===== src/rtl/ctrl_seq_if.sv =====
// Sequencer-side bus for the RISC4B core: program memory fetch port plus the ALU issue/flag port.
interface ctrl_seq_if #(
  parameter int unsigned REG_SIZE = 4,
  parameter int unsigned PC_W     = 8
);
  localparam int unsigned IW = 12;

  logic [PC_W-1:0]     prog_addr;
  logic [IW-1:0]       prog_data;
  logic                prog_ready;
  logic [REG_SIZE-1:0] w_accu;
  logic                zero;
  logic                carry;
  logic [3:0]          opcode;
  logic [3:0]          operation;
  logic [REG_SIZE-1:0] alu_reg_in;

  modport master (
    output prog_addr, opcode, operation, alu_reg_in,
    input  prog_data, prog_ready, w_accu, zero, carry
  );

  modport slave (
    input  prog_addr, opcode, operation, alu_reg_in,
    output prog_data, prog_ready, w_accu, zero, carry
  );
endinterface


===== src/rtl/ctrl_seq.sv =====
// RISC4B fetch/decode/issue sequencer: holds pc, ir and the register file, issues ALU ops,
// resolves branches on ALU flags and executes store/load-immediate/jump/halt locally.
module ctrl_seq #(
  parameter int unsigned REG_SIZE = 4,
  parameter int unsigned PC_W     = 8,
  parameter int unsigned NREGS    = 16
) (
  input  logic         clk,
  input  logic         nreset,
  ctrl_seq_if.master   bus,
  output logic         halted
);
  localparam int unsigned IW = 12;

  localparam logic [1:0] S_FETCH  = 2'd0;
  localparam logic [1:0] S_DECODE = 2'd1;
  localparam logic [1:0] S_EXEC   = 2'd2;
  localparam logic [1:0] S_HALT   = 2'd3;

  logic [1:0]          state_q, state_d;
  logic [PC_W-1:0]     pc_q, pc_d;
  logic [IW-1:0]       ir_q, ir_d;
  logic [REG_SIZE-1:0] rf_q [NREGS];
  logic [REG_SIZE-1:0] rf_d [NREGS];
  logic [REG_SIZE-1:0] alu_reg_q, alu_reg_d;
  logic [3:0]          opcode_q, opcode_d;
  logic [3:0]          operation_q, operation_d;
  logic                halted_q, halted_d;

  logic [3:0]          opc_c;
  logic [3:0]          rd_c;
  logic                is_alu_c;
  logic [PC_W-1:0]     target_c;

  assign opc_c    = ir_q[11:8];
  assign rd_c     = ir_q[3:0];
  assign is_alu_c = (opc_c[3:2] == 2'b10);
  assign target_c = PC_W'(ir_q[7:0]);

  // ALU strobes are registered on entry to EXEC so they are high for exactly that cycle
  always_comb begin
    state_d     = state_q;
    pc_d        = pc_q;
    ir_d        = ir_q;
    rf_d        = rf_q;
    alu_reg_d   = alu_reg_q;
    opcode_d    = 4'h0;
    operation_d = 4'h0;
    case (state_q)
      S_FETCH: begin
        if (bus.prog_ready) begin
          ir_d    = bus.prog_data;
          state_d = S_DECODE;
        end
      end
      S_DECODE: begin
        alu_reg_d   = rf_q[rd_c];
        opcode_d    = is_alu_c ? opc_c : 4'h0;
        operation_d = ir_q[7:4];
        state_d     = S_EXEC;
      end
      S_EXEC: begin
        state_d = S_FETCH;
        pc_d    = pc_q + PC_W'(1);
        case (opc_c)
          4'h1: rf_d[rd_c] = bus.w_accu;
          4'h5: rf_d[rd_c] = REG_SIZE'(ir_q[7:4]);
          4'h2: pc_d = target_c;
          4'h3: if (bus.zero)  pc_d = target_c;
          4'h4: if (bus.carry) pc_d = target_c;
          4'hF: begin
            pc_d    = pc_q;
            state_d = S_HALT;
          end
          default: ;
        endcase
      end
      default: state_d = S_HALT;
    endcase
    halted_d = (state_d == S_HALT);
  end

  always_ff @(posedge clk or negedge nreset) begin
    if (!nreset) begin
      state_q     <= S_FETCH;
      pc_q        <= '0;
      ir_q        <= '0;
      alu_reg_q   <= '0;
      opcode_q    <= 4'h0;
      operation_q <= 4'h0;
      halted_q    <= 1'b0;
      for (int i = 0; i < int'(NREGS); i++) rf_q[i] <= '0;
    end else begin
      state_q     <= state_d;
      pc_q        <= pc_d;
      ir_q        <= ir_d;
      alu_reg_q   <= alu_reg_d;
      opcode_q    <= opcode_d;
      operation_q <= operation_d;
      halted_q    <= halted_d;
      rf_q        <= rf_d;
    end
  end

  assign bus.prog_addr  = pc_q;
  assign bus.opcode     = opcode_q;
  assign bus.operation  = operation_q;
  assign bus.alu_reg_in = alu_reg_q;
  assign halted         = halted_q;
endmodule

===== src/flat_wrapper.sv =====
// flat-port wrapper written by rule: the top's interface ports become plain ports
module ctrl_seq_flat 
#(
  parameter int unsigned REG_SIZE = 4,
  parameter int unsigned PC_W     = 8,
  parameter int unsigned NREGS    = 16
)
  (clk, nreset, halted, bus_prog_addr, bus_opcode, bus_operation, bus_alu_reg_in, bus_prog_data, bus_prog_ready, bus_w_accu, bus_zero, bus_carry);
  ctrl_seq_if #(.REG_SIZE(REG_SIZE), .PC_W(PC_W)) bus_i ();
  input  logic clk;
  input  logic nreset;
  output logic halted;
  output wire logic [$bits(bus_i.prog_addr)-1:0] bus_prog_addr;
  output wire logic [$bits(bus_i.opcode)-1:0] bus_opcode;
  output wire logic [$bits(bus_i.operation)-1:0] bus_operation;
  output wire logic [$bits(bus_i.alu_reg_in)-1:0] bus_alu_reg_in;
  input wire logic [$bits(bus_i.prog_data)-1:0] bus_prog_data;
  input wire logic [$bits(bus_i.prog_ready)-1:0] bus_prog_ready;
  input wire logic [$bits(bus_i.w_accu)-1:0] bus_w_accu;
  input wire logic [$bits(bus_i.zero)-1:0] bus_zero;
  input wire logic [$bits(bus_i.carry)-1:0] bus_carry;
  assign bus_prog_addr = bus_i.prog_addr;
  assign bus_opcode = bus_i.opcode;
  assign bus_operation = bus_i.operation;
  assign bus_alu_reg_in = bus_i.alu_reg_in;
  assign bus_i.prog_data = bus_prog_data;
  assign bus_i.prog_ready = bus_prog_ready;
  assign bus_i.w_accu = bus_w_accu;
  assign bus_i.zero = bus_zero;
  assign bus_i.carry = bus_carry;
  ctrl_seq #(.REG_SIZE(REG_SIZE), .PC_W(PC_W), .NREGS(NREGS)) u_core (.clk(clk), .nreset(nreset), .bus(bus_i), .halted(halted));
endmodule

===== config.mk =====
export PLATFORM = sky130hd
export DESIGN_NAME = ctrl_seq_flat
export DESIGN_NICKNAME = d
export VERILOG_FILES = /design/src/rtl/ctrl_seq_if.sv /design/src/rtl/ctrl_seq.sv /design/src/flat_wrapper.sv
export SDC_FILE = /design/constraint.sdc
export NUM_CORES = 1
export LEC_CHECK = 0
export BUFFER_PORTS_ARGS = -buffer_cell sky130_fd_sc_hd__buf_4
export CAP_MARGIN = 20
export CORE_MARGIN = 2
export CORE_UTILIZATION = 49
export CTS_BUF_LIST = sky130_fd_sc_hd__clkbuf_16
export DETAILED_ROUTE_END_ITERATION = 16
export PLACE_DENSITY = 0.66
export SYNTH_ARGS = -nofsm -noshare
export SYNTH_HDL_FRONTEND = slang
export SYNTH_SLANG_ARGS = --single-unit

===== constraint.sdc =====
create_clock -name clk -period 2 [get_ports clk]
set_input_delay 0.2 -clock clk [delete_from_list [all_inputs] [get_ports clk]]
set_output_delay 0.2 -clock clk [all_outputs]
set_load 0.03 [all_outputs]

==> results.tsv, run 1 <==
metric	value	unit
status	finished clean	
post-synthesis mux area share	15.0	%
final max-slew violation count	0	
startpoint types	flip-flop	
# setup viols final	0	
Mapped Cells	431	
dpl hpwl	7120	um
drt pass-1 iters	4	
routed length per instance	16.6	um
adder and majority cell fraction of the synthesized area	0.271	%
simple-gate share of the synthesized area	14.1	%
Tot GR Track Use	20.9	%
Die Wd	101	um
via count	3288	
Unique masters post-synth	51	
initial antenna violation count	0	
peak fanout along the critical path	8	
critical path endpoint category	flip-flop	
critical path class	flip-flop to flip-flop	
core area	0.00920	sq mm
post-layout min period	1.84	ns
XOR/XNOR Fraction of Synth Area	0	%
Slew @ Worst Pin	0.528	ns
Buf/Inv on CP	0	
IO Port Bufs	41	
post-layout instance area	0.00545	sq mm
largest family of logic cells by synthesized area	multiplexers	
clock sinks	99	
Top FF cell, synth	dfrtp_1	
Site Rows	35	
pwr dens	1570	mW/mm^2
Leak Pwr	0.00242	uW
setup TNS	0	ns
H-tree depth	3	
crit path DAT	2.05	ns
post-CTS setup buffer count	0	
final weighted congestion in routability-driven placement	0.869	
post-synthesis cell area	0.00461	sq mm
global-route wire length before repair	16400	um
Layout area overhead	18.1	%
Seq/Total Area, Yosys	53.7	%
Hold Fails Final Rpt	0	
Initial Util	50.2	%
Top-Level Pins	42	
most frequent cells in the layout	dfrtp_1 (99), buf_4 (60), nor2_1 (43)	
Synth Area in Compound Gates	13.2	%
Max rail drop VDD	0.000726	V
Max stage delay cell, worst path	or4_1	
CTS root buffer	clkbuf_16	
NumNets Final	499	
cell chain of the critical path	nor3b_4, nand3b_2, or4_1, nand2_1, o21ai_1	
average vias per placed instance	5.54	
largest stage delay on the critical path	0.59	ns
antenna-violating nets left	0	
Final Skew	0.0110	ns
hold slack	0.0969	ns
Reg clk slew, reported paths	0.06	ns
gr ovfl total	0	
Longest Clk Path Bufs	2	
final worst slack	0.161	ns
flops & latches, synth	99	
Die Ht	101	um
Power Total	8540	uW
DRT iter0 DRCs	118	
ys async rst share	100	%
number of synthesized flops with an enable pin	0	
Rel. slew slack	64.7	%
achievable clock frequency	544	MHz
diode count	0	
final WL	9820	um
pin count of the biggest net entering global routing	35	
dpl ws	0.164	ns
layout cell share with drive strength beyond 1	25.7	%
Placed Instance Area	0.00512	sq mm
commonest non-fill, non-tap cell in the layout	dfrtp_1	
post-synth net total	453	
CP required	2.21	ns
Hold Path Class	primary input to flip-flop	
CTS tree	built	
CP top delay family	simple AND/OR/NAND/NOR gates	
vias in the first global route	3182	
Final period util	92.0	%
setup repair after global routing missed its margin	false	
Clock Latency Late Sink	0.34	ns
die area	0.0102	sq mm
Ys Warns	0	
CTS Buf Count	9	
residual DRC count	0	
maxcap violations	0	
Syn Area/Cell	10.7	sq um
==> cells in the mapped netlist, types with 2 or more instances <==
| library cell | number | area share [%] |
|---|---|---|
| mux2i_1 | 29 | 6.3 |
| o22ai_1 | 8 | 1.1 |
| or3_1 | 3 | 0.41 |
| mux2_2 | 24 | 5.9 |
| a32oi_1 | 2 | 0.38 |
| a21o_1 | 3 | 0.49 |
| nand2b_1 | 4 | 0.54 |
| inv_1 | 6 | 0.49 |
| a221oi_1 | 4 | 0.76 |
| nand2_1 | 41 | 3.3 |
| or2_2 | 3 | 0.41 |
| buf_4 | 2 | 0.33 |
| a22oi_1 | 3 | 0.49 |
| a21oi_2 | 5 | 0.95 |
| nor2b_1 | 5 | 0.68 |
| nor2_1 | 43 | 3.5 |
| buf_2 | 14 | 1.5 |
| o21ai_0 | 16 | 1.7 |
| dfrtp_1 | 99 | 54 |
| and2_1 | 9 | 1.2 |
| clkbuf_1 | 10 | 0.81 |
| clkbuf_2 | 2 | 0.22 |
| o21ai_1 | 29 | 3.1 |
| o211ai_1 | 2 | 0.33 |
| a21oi_1 | 22 | 2.4 |
| mux2i_2 | 3 | 0.89 |
| nand3_1 | 5 | 0.54 |
| or3b_1 | 3 | 0.57 |
| a31oi_1 | 6 | 0.81 |
| nand4_1 | 2 | 0.27 |
| mux4_2 | 4 | 2.0 |
==> power by group <==
| part | internal (uW) | switching, uW |
|---|---|---|
| Combinational | 1540 | 1830 |
| Sequential | 2730 | 637 |
| Clock | 1090 | 716 |
==> routing by layer <==
metal | GRT usage [%] | up-vias | part of all wire (%)
met5 | 0 | - | 0
met4 | 6.44 | 0 | 1.3
met3 | 4.51 | 12 | 4.1
met2 | 32.7 | 78 | 47
met1 | 29.4 | 1593 | 47
li1 | - | 1605 | -
==> layout make-up <==
cell class              instances  area (sq um)
clock buffers                   9           225
inverters                       6          22.5
clock inverters                 7          90.1
multi-input cells             297          1980
well taps                     111           139
fillers                       777          3750
flip-flops and latches         99          2480
repair buffers                 64           520
==> what timing repair did <==
item / in CTS / in global routing
endpoints found under the hold margin: 31 / 0
gates resized for setup: 0 / 0
hold buffers: 1 / 0
==> final timing paths <==
path                             startpoint                       to  slack (ns)  depth (start not counted)
max                          u_core.ir_q[8]          u_core.rf_q[61]        0.16                          5
min                        bus_prog_data[5]           u_core.ir_q[5]         0.1                          2
max reg2reg                  u_core.ir_q[8]          u_core.rf_q[61]        0.16                          5
min reg2reg                 u_core.rf_q[26]          u_core.rf_q[26]        0.48                          2
max in group asynchronous            nreset          u_core.rf_q[14]        1.00                          3
min in group asynchronous            nreset  u_core.bus.prog_addr[6]        0.36                          2
==> worst register-to-register path, stage by stage, from the launching register on <==
cell and delay (ns):
dfrtp_1 0.43, nor3b_4 0.28, nand3b_2 0.23, or4_1 0.60, nand2_1 0.12, o21ai_1 0.06
==> registers in the layout, indices dropped and copies added, names as in the netlist <==
signal	count
u_core.rf_q	64
u_core.ir_q	12
u_core.bus.prog_addr	8
u_core.bus.alu_reg_in	4
u_core.bus.opcode	4
u_core.bus.operation	4
u_core.state_q	2
u_core.halted	1
==> stage by stage <==
stage	utilization, %	cells
3_5_place_dp	55.7	576
3_3_place_gp	55.7	576
2_1_floorplan	-	431
4_1_cts	59.3	593
6_report	59.3	593
5_1_grt	59.3	593
==> cell families after synthesis <==
group	after synthesis
other	1
multiplexers	60
flip-flops	99
AO/OA/AOI/OAI	103
adder cells (fa/ha/maj)	1
buffers and inverters	35
AND/OR/NAND/NOR	132
Power figures use the tool's default switching activity.
==> run 2: changes to the inputs <==
- ABC_AREA: unset -> 1
- REMOVE_ABC_BUFFERS: unset -> 1
==> run 2 against run 1 <==
Combinational power down 96%. Non-clock buffer count down 7. Synthesized cell count up 39%. Flip-flop and latch count unchanged. Die area up 1.2%. First-iteration DRC count up 120%. Clock skew down 0.0023 ns. Power down 56%. Clock power down 11%. Synthesized area up 1.3%. Critical path type unchanged. Critical endpoint is now u_core.bus.prog_addr[7]. Largest cell class unchanged. Highest routed layer unchanged.
==> results.tsv, run 2 <==
metric	value	unit
status	finished clean	
crit path DAT	2.00	ns
NumNets Final	672	
Worst Setup SP	u_core.ir_q[10]	
Fill cells	867	
peak fanout along the critical path	11	
Syn Area/Cell	7.79	sq um
Clock Latency Late Sink	0.34	ns
CTS root buffer	clkbuf_16	
H-tree depth	3	
average vias per placed instance	5.14	
Die Ht	102	um
synth top area cells	dfrtp_1 (53%), nand2_1 (21%), o21ai_0 (5.2%)	
dpl hpwl	8040	um
top cells by count, synth	nand2_1 (267), dfrtp_1 (99), o21ai_0 (49)	
maxcap violations	0	
Seq/Total Area, Yosys	53.0	%
post-CTS setup buffer count	0	
core area	0.00924	sq mm
most frequent CP cell	nand2_1	
most frequent cells in the layout	nand2_1 (267), dfrtp_1 (99), buf_4 (54)	
Leak Pwr	0.00282	uW
HP Start	bus_prog_data[7]	
Die Wd	102	um
P_sw	845	uW
most flop-heavy register	u_core.rf_q	
post-synthesis cell area	0.00467	sq mm
register area	0.00248	sq mm
routed length per instance	14.8	um
setup TNS	0	ns
Site Rows	35	
critical path class	flip-flop to flip-flop	
Slew @ Worst Pin	0.561	ns
post-layout min period	1.77	ns
final WL	11600	um
Ys Warns	0	
Final period util	88.7	%
ys async rst share	100	%
Hold Path Class	primary input to flip-flop	
Rel. slew slack	62.6	%
antenna-violating nets left	0	
drt pass-1 iters	5	
Final Skew	0.00869	ns
Longest Clk Path Bufs	2	
setup repair after global routing missed its margin	false	
R2R depth	8	
multi-input logic area	0.00198	sq mm
clock sinks	99	
largest stage delay on the critical path	0.43	ns
# placed instances	767	
residual DRC count	0	
critical path endpoint category	flip-flop	
top cell type's share of synthesized area	53.0	%
Initial Util	50.6	%
final max-slew violation count	0	
initial antenna violation count	0	
Reg clk slew, reported paths	0.07	ns
critical path depth in cells	8	
layout cell share with drive strength beyond 1	13.4	%
pin count of the biggest net entering global routing	44	
number of synthesized flops with an enable pin	0	
Tot GR Track Use	23.9	%
Hold Fails Final Rpt	0	
Unique masters post-synth	28	
gr ovfl total	0	
fin util	58.9	%
final std cells w/o fill	784	
# setup viols final	0	
part of the power in combinational logic	3.2	%
pwr dens	685	mW/mm^2
Top FF cell, synth	dfrtp_1	
global-route wire length before repair	19100	um
die area	0.0103	sq mm
DRT iter0 DRCs	262	
startpoint types	flip-flop	
CP top delay family	simple AND/OR/NAND/NOR gates	
worst r2r src	u_core.ir_q[10]	
most common cell in the netlist	nand2_1	
via count	4031	
clock network power share	43.2	%
Switching Share	22.7	%
Buf/Inv on CP	1	
part of the power in registers	53.7	%
final weighted congestion in routability-driven placement	0.850	
cell chain of the critical path	nor2_1, nand3_1, nand3_1, inv_1, nand2_1, nand2_1, nand2_1, nand2_1	
flops & latches, synth	99	
diode count	0	
CP required	2.23	ns
Max stage delay cell, worst path	dfrtp_1	
Mapped Cells	600	
CTS Buf Count	9	
commonest non-fill, non-tap cell in the layout	nand2_1	
Pint	2880	uW
Hold Path Depth	3	
achievable clock frequency	563	MHz
IO Port Bufs	41	
CTS tree	built	
max reg flops	64	
Layout area overhead	16.4	%
Top-Level Pins	42	
post-synth top area cell	dfrtp_1	
vias in the first global route	3823	
Max rail drop VDD	0.000477	V
run 2: cell count changes in the layout (fill, tap and decap cells not counted), sizes merged, moves of 7 or more:
cell	before	now
o22ai	8	0
mux2	24	1
nor2	44	51
nand3	6	32
inv	7	30
mux2i	32	0
and2	9	0
buf	63	56
a21oi	27	17
o21ai	45	69
nand2	41	268
run 2: cell families after synthesis:
group	count (synthesis)	synth area share (%)
AO/OA/AOI/OAI	87	9.69
XOR/XNOR	1	0.187
adder cells (fa/ha/maj)	1	0.268
buffers and inverters	45	4.71
flip-flops	99	53.0
multiplexers	1	0.241
other	1	0.0802
AND/OR/NAND/NOR	365	31.8
run 2: worst paths after layout:
path                       slack, ns                  endpoint
setup / recovery                0.23   u_core.bus.prog_addr[7]
hold / removal                  0.10            u_core.ir_q[7]
setup reg to reg                0.23   u_core.bus.prog_addr[7]
hold reg to reg                 0.49           u_core.rf_q[48]
max in group asynchronous       0.94  u_core.bus.alu_reg_in[3]
min in group asynchronous       0.40           u_core.rf_q[57]
run 2: layout make-up:
class / instances / area share [%]
clock buffers: 9 / 4.14
repair buffers: 57 / 8.37
well taps: 129 / 2.97
inverters: 27 / 1.86
multi-input cells: 456 / 36.3
flip-flops and latches: 99 / 45.5
clock inverters: 7 / 0.828
run 2: timing repair:
item,CTS,global route
endpoints found under the setup margin,0,0
gates resized for setup,0,0
hold buffers,1,0
endpoints found under the hold margin,41,0
run 2: per-layer routing:
metal,vias to the layer above,global-route usage [%],routed length (um)
met5,-,0,0
met4,0,7.38,192
met3,16,4.69,660
met2,112,37.1,5380
met1,1882,33.9,5340
li1,2021,-,-
run 2: power groups by stage:
stage                     clock, uW  sequential (uW)  combinational, uW
after floorplan                   0             2040               14.1
after global placement            0             2040                119
after detailed placement          0             2040                120
after CTS                      1630             2000                122
after global routing           1710             2000                131
final                          1610             2000                118
run 2: tightest hold or removal path, delay by kind of cell:
family,cells,cell delay (ns)
AOI/OAI and AO/OA,1,0.09
buffers and inverters,1,0.08
and+or+nand+nor,1,0.03
run 2: metrics by stage:
stage                     power (uW)  cell area [sq um]  hold slack (ns)  setup slack (ns)
final                           3730               5440            0.102             0.225
after global routing            3840               5440            0.108            0.0583
after CTS                       3750               5440            0.103             0.264
after detailed placement        2160               5160            0.235             0.289
after global placement          2160               5160            0.226             0.295
after floorplan                 2060               4550          -0.0956             0.259
